## src/rtl/fwd_prop_engine.sv

```systemverilog
// rtl/fwd_prop_engine.sv - one-hidden-layer Q8.8 MLP forward pass, one prediction per sample row
// Optional FP_SATURATE_EN: clamp to the DW signed range when narrowing; otherwise two's-complement wrap.
module fwd_prop_engine #(
  parameter int ROWS    = 100,
  parameter int COLUMNS = 15,
  parameter int HIDDEN  = 10,
  parameter int DW      = 16,
  parameter int FRAC    = 8
) (
  input  logic                                    clk,
  input  logic                                    rst,
  input  logic                                    start,
  output logic [$clog2(ROWS*COLUMNS)-1:0]         x_addr,
  input  logic signed [DW-1:0]                    x_data,
  output logic [$clog2(HIDDEN*(COLUMNS+2)+1)-1:0] w_addr,
  input  logic signed [DW-1:0]                    w_data,
  output logic                                    out_we,
  output logic [$clog2(ROWS)-1:0]                 out_addr,
  output logic signed [DW-1:0]                    out_data,
  output logic                                    busy,
  output logic                                    done_fp
);
  localparam int XAW = $clog2(ROWS*COLUMNS);
  localparam int WAW = $clog2(HIDDEN*(COLUMNS+2)+1);
  localparam int OAW = $clog2(ROWS);
  localparam int JW  = $clog2(HIDDEN);
  localparam int KW  = $clog2(((COLUMNS > HIDDEN) ? COLUMNS : HIDDEN) + 1);
  localparam int AW  = 2*DW + 8;

  typedef enum logic [2:0] {
    S_IDLE, S_HMAC, S_HBIAS, S_OMAC, S_OBIAS, S_WRITE, S_DONE
  } state_t;

  state_t                state_q;
  logic [OAW-1:0]        row_q;
  logic [JW-1:0]         j_q;
  logic [JW-1:0]         hk_q;
  logic [KW-1:0]         k_q;
  logic                  mac_v_q;
  logic [XAW-1:0]        x_base_q;
  logic [WAW-1:0]        w_base_q;
  logic signed [AW-1:0]  acc_q;
  logic signed [DW-1:0]  hid_q [HIDDEN];

  logic [XAW-1:0]        x_addr_q;
  logic [WAW-1:0]        w_addr_q;
  logic                  out_we_q;
  logic [OAW-1:0]        out_addr_q;
  logic signed [DW-1:0]  out_data_q;
  logic                  busy_q;
  logic                  done_q;

  logic signed [DW-1:0]   mul_a_d;
  logic signed [2*DW-1:0] prod_d;
  logic signed [AW-1:0]   bias_d;
  logic signed [AW-1:0]   sum_d;
  logic signed [AW-1:0]   shift_d;
  logic signed [DW-1:0]   narrow_d;
  logic signed [DW-1:0]   relu_d;

  // One shared multiplier: features during hidden MACs, stored h[] during output MACs.
  always_comb begin
    mul_a_d  = (state_q == S_OMAC) ? hid_q[hk_q] : x_data;
    prod_d   = {{DW{mul_a_d[DW-1]}}, mul_a_d} * {{DW{w_data[DW-1]}}, w_data};
    bias_d   = {{(AW-DW-FRAC){w_data[DW-1]}}, w_data, {FRAC{1'b0}}};
    sum_d    = acc_q + bias_d;
    shift_d  = sum_d >>> FRAC;
    narrow_d = shift_d[DW-1:0];
`ifdef FP_SATURATE_EN
    if (shift_d[AW-1:DW-1] != {(AW-DW+1){shift_d[AW-1]}})
      narrow_d = shift_d[AW-1] ? {1'b1, {(DW-1){1'b0}}} : {1'b0, {(DW-1){1'b1}}};
`endif
    relu_d   = narrow_d[DW-1] ? '0 : narrow_d;
  end

  always_ff @(posedge clk or posedge rst) begin
    if (rst) begin
      state_q    <= S_IDLE;
      row_q      <= '0;
      j_q        <= '0;
      hk_q       <= '0;
      k_q        <= '0;
      mac_v_q    <= 1'b0;
      x_base_q   <= '0;
      w_base_q   <= '0;
      acc_q      <= '0;
      for (int i = 0; i < HIDDEN; i++) hid_q[i] <= '0;
      x_addr_q   <= '0;
      w_addr_q   <= '0;
      out_we_q   <= 1'b0;
      out_addr_q <= '0;
      out_data_q <= '0;
      busy_q     <= 1'b0;
      done_q     <= 1'b0;
    end else begin
      done_q <= 1'b0;
      case (state_q)
        S_IDLE: begin
          if (start) begin
            state_q  <= S_HMAC;
            busy_q   <= 1'b1;
            row_q    <= '0;
            j_q      <= '0;
            k_q      <= '0;
            mac_v_q  <= 1'b0;
            x_base_q <= '0;
            w_base_q <= '0;
            x_addr_q <= '0;
            w_addr_q <= '0;
            acc_q    <= '0;
          end
        end
        // ROM data lags the address by one cycle, so the MAC consumes the previous read.
        S_HMAC: begin
          if (mac_v_q) acc_q <= acc_q + AW'(prod_d);
          mac_v_q <= (k_q != KW'(COLUMNS));
          if (k_q < KW'(COLUMNS-1)) begin
            k_q      <= k_q + KW'(1);
            x_addr_q <= x_addr_q + XAW'(1);
            w_addr_q <= w_addr_q + WAW'(1);
          end else if (k_q == KW'(COLUMNS-1)) begin
            k_q      <= k_q + KW'(1);
            w_addr_q <= WAW'(HIDDEN*COLUMNS) + WAW'(j_q);
          end else begin
            state_q  <= S_HBIAS;
          end
        end
        S_HBIAS: begin
          hid_q[j_q] <= relu_d;
          acc_q      <= '0;
          k_q        <= '0;
          mac_v_q    <= 1'b0;
          if (j_q != JW'(HIDDEN-1)) begin
            j_q      <= j_q + JW'(1);
            x_addr_q <= x_base_q;
            w_base_q <= w_base_q + WAW'(COLUMNS);
            w_addr_q <= w_base_q + WAW'(COLUMNS);
            state_q  <= S_HMAC;
          end else begin
            j_q      <= '0;
            w_base_q <= '0;
            w_addr_q <= WAW'(HIDDEN*(COLUMNS+1));
            state_q  <= S_OMAC;
          end
        end
        // w2[] and b2 are contiguous, so the address simply walks forward.
        S_OMAC: begin
          if (mac_v_q) acc_q <= acc_q + AW'(prod_d);
          mac_v_q <= (k_q != KW'(HIDDEN));
          hk_q    <= JW'(k_q);
          if (k_q != KW'(HIDDEN)) begin
            k_q      <= k_q + KW'(1);
            w_addr_q <= w_addr_q + WAW'(1);
          end else begin
            k_q      <= '0;
            state_q  <= S_OBIAS;
          end
        end
        S_OBIAS: begin
          out_data_q <= narrow_d;
          out_addr_q <= row_q;
          out_we_q   <= 1'b1;
          acc_q      <= '0;
          state_q    <= S_WRITE;
        end
        S_WRITE: begin
          out_we_q   <= 1'b0;
          out_data_q <= '0;
          out_addr_q <= '0;
          w_addr_q   <= '0;
          w_base_q   <= '0;
          if (row_q != OAW'(ROWS-1)) begin
            row_q    <= row_q + OAW'(1);
            x_base_q <= x_base_q + XAW'(COLUMNS);
            x_addr_q <= x_base_q + XAW'(COLUMNS);
            state_q  <= S_HMAC;
          end else begin
            row_q    <= '0;
            x_base_q <= '0;
            x_addr_q <= '0;
            state_q  <= S_DONE;
          end
        end
        S_DONE: begin
          done_q  <= 1'b1;
          busy_q  <= 1'b0;
          state_q <= S_IDLE;
        end
        default: state_q <= S_IDLE;
      endcase
    end
  end

  assign x_addr   = x_addr_q;
  assign w_addr   = w_addr_q;
  assign out_we   = out_we_q;
  assign out_addr = out_addr_q;
  assign out_data = out_data_q;
  assign busy     = busy_q;
  assign done_fp  = done_q;

endmodule

```

## config.mk

```make
export PLATFORM = sky130hd
export DESIGN_NAME = fwd_prop_engine
export DESIGN_NICKNAME = d
export VERILOG_FILES = /design/src/rtl/fwd_prop_engine.sv
export SDC_FILE = /design/constraint.sdc
export NUM_CORES = 1
export LEC_CHECK = 0
export BUFFER_PORTS_ARGS = -buffer_cell sky130_fd_sc_hd__buf_2
export CORE_ASPECT_RATIO = 1.25
export CORE_MARGIN = 2
export CORE_UTILIZATION = 35
export CTS_BUF_LIST = sky130_fd_sc_hd__clkbuf_8
export DETAILED_ROUTE_END_ITERATION = 10
export GPL_ROUTABILITY_DRIVEN = 1
export GPL_TIMING_DRIVEN = 0
export SLEW_MARGIN = 5
export SYNTH_ARGS = -nofsm -noshare
export SYNTH_HDL_FRONTEND = slang
export SYNTH_SLANG_ARGS = --single-unit
```

## constraint.sdc

```tcl
create_clock -name clk -period 9.3 [get_ports clk]
set_input_delay 0.93 -clock clk [delete_from_list [all_inputs] [get_ports clk]]
set_output_delay 0.93 -clock clk [all_outputs]
set_load 0.02 [all_outputs]
```

==> results of run 1 <==
==> metal layers <==
metal	global-route usage	wire, um	vias up
li1	-	-	7657
met1	0.244	25000	8419
met2	0.359	31800	403
met3	0.0138	2100	114
met4	0.0740	2140	0
met5	0	0	-
==> path summary, 6_finish.rpt <==
kind / endpoint / cells past startpoint / from / slack, ns
max reg2reg: acc_q[22]$_DFFE_PP0P_ / 25 / hk_q[1]$_DFFE_PP0N_ / 0.52
max: acc_q[22]$_DFFE_PP0P_ / 25 / hk_q[1]$_DFFE_PP0N_ / 0.52
max in group asynchronous: out_addr[0]$_DFFE_PP0P_ / 4 / rst / 7.51
min: hid_q[133]$_DFFE_PP0P_ / 2 / rst / 0.36
min in group clk: out_data[13]$_DFFE_PP0P_ / 2 / out_data[13]$_DFFE_PP0P_ / 0.47
min reg2reg: out_data[13]$_DFFE_PP0P_ / 2 / out_data[13]$_DFFE_PP0P_ / 0.47
==> logic make-up (layout without fill, tap and decap cells) <==
group                    Yosys count  after routing  synth area share
AND/OR/NAND/NOR                  679            679             0.150
buffers and inverters            452            596            0.0813
AO/OA/AOI/OAI                    442            442             0.127
adder cells (fa/ha/maj)          316            316             0.257
flip-flops                       261            261             0.304
XOR/XNOR                          72             72            0.0303
multiplexers                      66             66            0.0506
other                              0              3                 0
==> flip-flops by register name, indices dropped and copies added, names as in the netlist <==
register,count
hid_q,150
acc_q,24
out_data,16
x_addr,11
x_base_q,11
w_addr,8
w_base_q,8
out_addr,7
row_q,7
hk_q,4
j_q,4
k_q,4
state_q,3
busy,1
done_fp,1
mac_v_q,1
out_we,1
==> cell type report <==
| class | count | area, um^2 | share of cell area |
|---|---|---|---|
| diodes | 3 | 7.51 | 0.000316 |
| plain buffers | 114 | 479 | 0.0202 |
| clock buffers | 48 | 661 | 0.0278 |
| clock inverters | 17 | 104 | 0.00437 |
| inverters | 338 | 1280 | 0.0537 |
| multi-input cells | 1575 | 13200 | 0.557 |
| flip-flops and latches | 261 | 6530 | 0.275 |
| well taps | 824 | 1030 | 0.0434 |
| repair buffers | 79 | 440 | 0.0185 |
==> per-stage QoR <==
| stage | cells | hold slack, ns | instance area [um^2] |
|---|---|---|---|
| detailed placement | 3191 | 0.465 | 23000 |
| global placement | 3189 | 0.456 | 22900 |
| global route | 3258 | 0.396 | 23800 |
| floorplan | 2288 | 0.442 | 21500 |
| finish | 3259 | 0.362 | 23800 |
| CTS | 3256 | 0.376 | 23800 |
==> cell usage in the layout (no fill, tap or decap), types with 7 or more instances in the layout <==
| master | synthesis | layout |
|---|---|---|
| mux4_2 | 26 | 26 |
| mux2_2 | 19 | 19 |
| a22oi_1 | 8 | 8 |
| and2_1 | 58 | 58 |
| xnor2_1 | 53 | 53 |
| and3_1 | 9 | 9 |
| dfrtp_1 | 261 | 261 |
| nand2_1 | 319 | 319 |
| a21o_1 | 20 | 20 |
| o31ai_1 | 12 | 12 |
| clkbuf_1 | 92 | 92 |
| xor2_1 | 17 | 17 |
| mux2i_1 | 15 | 15 |
| inv_1 | 336 | 346 |
| nor2b_1 | 89 | 89 |
| a22o_1 | 33 | 33 |
| nor3_1 | 19 | 19 |
| a21oi_1 | 52 | 52 |
| fa_1 | 210 | 210 |
| ha_1 | 106 | 106 |
| o21ai_0 | 211 | 211 |
| clkbuf_8 | 0 | 48 |
| a221oi_1 | 7 | 7 |
| buf_2 | 13 | 90 |
| o22ai_1 | 9 | 9 |
| nor2_1 | 75 | 75 |
| a31oi_1 | 13 | 13 |
| nand2b_1 | 43 | 43 |
| o21ai_1 | 25 | 25 |
| nand3_1 | 30 | 30 |
==> results.yml, run 1 <==
global_routing:
  grt_overflow: 0
  antenna_found_initial: 2
  grt_max_degree: 120
  grt_first_pass_wirelength_mm: 98.0
  grt_pass1_vias: 17700
  grt_util_all_layers: 0.198
sta:
  fin_crit_sh: 0.944
  fmax_mhz: 114
  setup_viol: 0
  max_slew_margin: 0.310
  finalSetupTns_ns: 0
  rsz0062_at_grt: "no"
  fin_skew_ns: 0.0300
  hold_viol: 0
  worst_pin_slew_ns: 1.03
  setup_slack_ns: 0.524
  final.min_clock_period_ns: 8.78
  slew_violations: 0
die:
  initial_utilization: 0.354
  fp-row-count: 101
  fp.dieW_um: 226
  fp.dieArea_um2: 63500
  io_pins: 80
  die_y_um: 281
  core_um2: 60800
placed_design:
  pre_cts_slack_ns: 0.596
  dpl.hpwl_mm: 48.7
  gp_congestion: 0.885
  io_buffers: 77
cells_and_area:
  fin_nets: 2759
  drive_gt1_frac: 0.0921
  fillerInstances: 6033
  area_growth_pct: 10.5
  final_util: 0.391
yosys:
  synth_seq_cells: 261
  syn_avg_cell_area_um2: 9.40
  synth_largest_area_cell: "dfrtp_1"
  ys.flop_type: "dfrtp_1"
  ys_seq_area_frac: 0.304
  ys_async_sr_fraction: 1.00
  synth_area_um2: 21500
  yosys-top-cells-count: "inv_1 (336), nand2_1 (319), dfrtp_1 (261)"
  synth_nets: 2639
  synth.distinct_cells: 79
  ys_warn_count: 0
  synth_edf_count: 0
  syn-instance-count: 2288
  yosys.cell_count.top_type: "inv_1"
  synthTopCellsByArea: "dfrtp_1 (30%), fa_1 (20%), ha_1 (6.2%)"
  yosys.area.top_type_share: 0.304
worst_setup_path:
  path_delay_family: "adder cells"
  critPathSlowestCell: "buf_1"
  max_stage_delay_ns: 0.59
  worstSetupStartpointType: "flip-flop"
  arrival_ns: 9.19
  required_ns: 9.71
  path_class: "reg2reg"
  crit_path_frequent_cell: "fa_1"
  critPathBufInv: 7
  path_max_fanout: 10
  cp-end-kind: "flip-flop"
clock_network:
  cts_hold_buffers: 0
  clk_pin_slew_worst_paths_ns: 0.07
  ctsResizeCount: 0
  clkSinkCount: 261
  cts_buffer_depth: 3
  cts_root_buf: "clkbuf_8"
  numCtsBuffers: 39
  cts_tree: "built"
  insertion_delay_ns: 0.57
  post-cts-setup-buffers: 0
  h-tree-depth: 2
route:
  drc: 0
  vias: 16600
  drtIter0Drc: 761
  wl_mm: 61.0
  wl_per_cell_um: 18.7
  viasPerCell: 5.09
  antenna_violating_nets_post_route: 0
  drtPass1Iterations: 7
run:
  maxCapViolations: 0
hold_path:
  hold_path.class: "in2async"
outcome:
  outcome: "completed"
Power of run 1 is left out: the tool's default activity adds up to more than one toggle a clock period on the data nets, which glitch-free logic cannot reach.
==> inputs of run 2 (changes only) <==
--- a/config.mk
+++ b/config.mk
@@ -8,11 +8,12 @@
 export BUFFER_PORTS_ARGS = -buffer_cell sky130_fd_sc_hd__buf_2
 export CORE_ASPECT_RATIO = 1.25
 export CORE_MARGIN = 2
-export CORE_UTILIZATION = 35
+export CORE_UTILIZATION = 50
 export CTS_BUF_LIST = sky130_fd_sc_hd__clkbuf_8
 export DETAILED_ROUTE_END_ITERATION = 10
 export GPL_ROUTABILITY_DRIVEN = 1
 export GPL_TIMING_DRIVEN = 0
+export PLACE_DENSITY = 0.67
 export SLEW_MARGIN = 5
 export SYNTH_ARGS = -nofsm -noshare
 export SYNTH_HDL_FRONTEND = slang
==> results.yml, run 2 (same netlist as run 1, synthesis figures left out) <==
sta:
  max_slew_margin: 0.174
  slew_violations: 0
  hold_viol: 0
  finalSetupTns_ns: 0
  fmax_mhz: 114
  final.min_clock_period_ns: 8.81
  rsz0062_at_grt: "no"
  fin_skew_ns: 0.0207
  setup_viol: 0
  fin_crit_sh: 0.947
  worst_pin_slew_ns: 1.23
clock_network:
  clkSinkCount: 261
  post-cts-setup-buffers: 0
  ctsResizeCount: 0
  cts_hold_buffers: 0
  insertion_delay_ns: 0.59
  clk_pin_slew_worst_paths_ns: 0.06
  cts_tree: "built"
  numCtsBuffers: 42
  cts_root_buf: "clkbuf_8"
  cts_buffer_depth: 3
  h-tree-depth: 2
worst_setup_path:
  arrival_ns: 9.26
  path_max_fanout: 10
  max_stage_delay_ns: 0.65
  critPathSlowestCell: "o21ai_1"
  path_class: "reg2reg"
  worstSetupStartpointType: "flip-flop"
  required_ns: 9.75
  cp-end-kind: "flip-flop"
  crit_path_frequent_cell: "fa_1"
die:
  initial_utilization: 0.509
  core_um2: 42300
  fp.dieW_um: 190
  io_pins: 80
  fp-row-count: 84
  die_y_um: 236
  fp.dieArea_um2: 44700
cells_and_area:
  fillerInstances: 3836
  top_register: "hid_q"
  fin_nets: 2762
  area_growth_pct: 9.31
  largest_reg_flops: 150
  antenna_cells: 0
  final_util: 0.556
  layout_common_cells: "inv_1 (352), nand2_1 (319), dfrtp_1 (261), o21ai_0 (211), fa_1 (210)"
  layout.cells.most_common: "inv_1"
  drive_gt1_frac: 0.0941
route:
  drc: 0
  vias: 16600
  wl_mm: 57.6
  viasPerCell: 5.53
  drtPass1Iterations: 5
  antenna_violating_nets_post_route: 0
  drtIter0Drc: 1021
  wl_per_cell_um: 19.2
global_routing:
  grt_overflow: 0
  grt_pass1_vias: 17900
  antenna_found_initial: 0
  grt_max_degree: 117
  grt_util_all_layers: 0.269
  grt_first_pass_wirelength_mm: 94.8
placed_design:
  gp_congestion: 0.909
  dpl.hpwl_mm: 45.9
  io_buffers: 77
run:
  maxCapViolations: 0
hold_path:
  hold_path.class: "in2async"
outcome:
  outcome: "completed"
[run 2: cell types whose count changed in the layout (fill, tap and decap cells not counted), sizes merged]
cell    before  now
inv        347  354
clkinv       4    5
clkbuf     141  145
diode        3    0
[run 2: path summary, 6_finish.rpt]
kind                                   startpoint                 endpoint  slack [ns]  cells after the start
hold / removal                                rst    hid_q[69]$_DFFE_PP0P_        0.32                      2
max in group asynchronous                     rst  out_addr[0]$_DFFE_PP0P_        7.57                      4
hold reg to reg            hid_q[112]$_DFFE_PP0P_   hid_q[112]$_DFFE_PP0P_        0.48                      2
setup reg to reg              hk_q[1]$_DFFE_PP0N_    acc_q[22]$_DFFE_PP0P_        0.49                     25
setup / recovery              hk_q[1]$_DFFE_PP0N_    acc_q[22]$_DFFE_PP0P_        0.49                     25
min in group clk           hid_q[112]$_DFFE_PP0P_   hid_q[112]$_DFFE_PP0P_        0.48                      2
[run 2: routing by layer]
layer | track usage | share of wire | vias up
met5 | 0 | 0 | -
met4 | 0.112 | 0.042 | 0
met3 | 0.0262 | 0.045 | 121
met2 | 0.478 | 0.52 | 464
met1 | 0.336 | 0.40 | 8355
li1 | - | - | 7667
[run 2: cell type report]
cell class,instances,area (um^2),area share
Inverter,338,1280,0.0543
Sequential cell,261,6530,0.278
Clock buffer,52,716,0.0304
Timing Repair Buffer,79,440,0.0187
Clock inverter,25,140,0.00596
Buffer,114,479,0.0204
Multi-Input combinational cell,1575,13200,0.563
Tap cell,559,699,0.0297
[run 2: worst max-delay path, delay by kind of cell, from the launching register on]
family / cells / cell delay, ns
compound gates: 6 / 1.80
fa+ha+maj: 7 / 3.25
flops: 1 / 0.50
simple gates: 4 / 0.76
mux: 1 / 0.40
buf+inv: 7 / 1.95
[run 2: metrics by stage]
step | area [um^2] | hold WS (ns) | worst slack, ns | std cells
after floorplan | 21500 | 0.442 | 1.19 | 2288
after global placement | 22600 | 0.455 | -1.60 | 2924
after detailed placement | 22700 | 0.468 | 0.580 | 2926
after CTS | 23500 | 0.311 | 0.535 | 3003
after global routing | 23500 | 0.338 | 0.128 | 3003
final | 23500 | 0.325 | 0.493 | 3003
Power of run 2 is left out for the same reason.
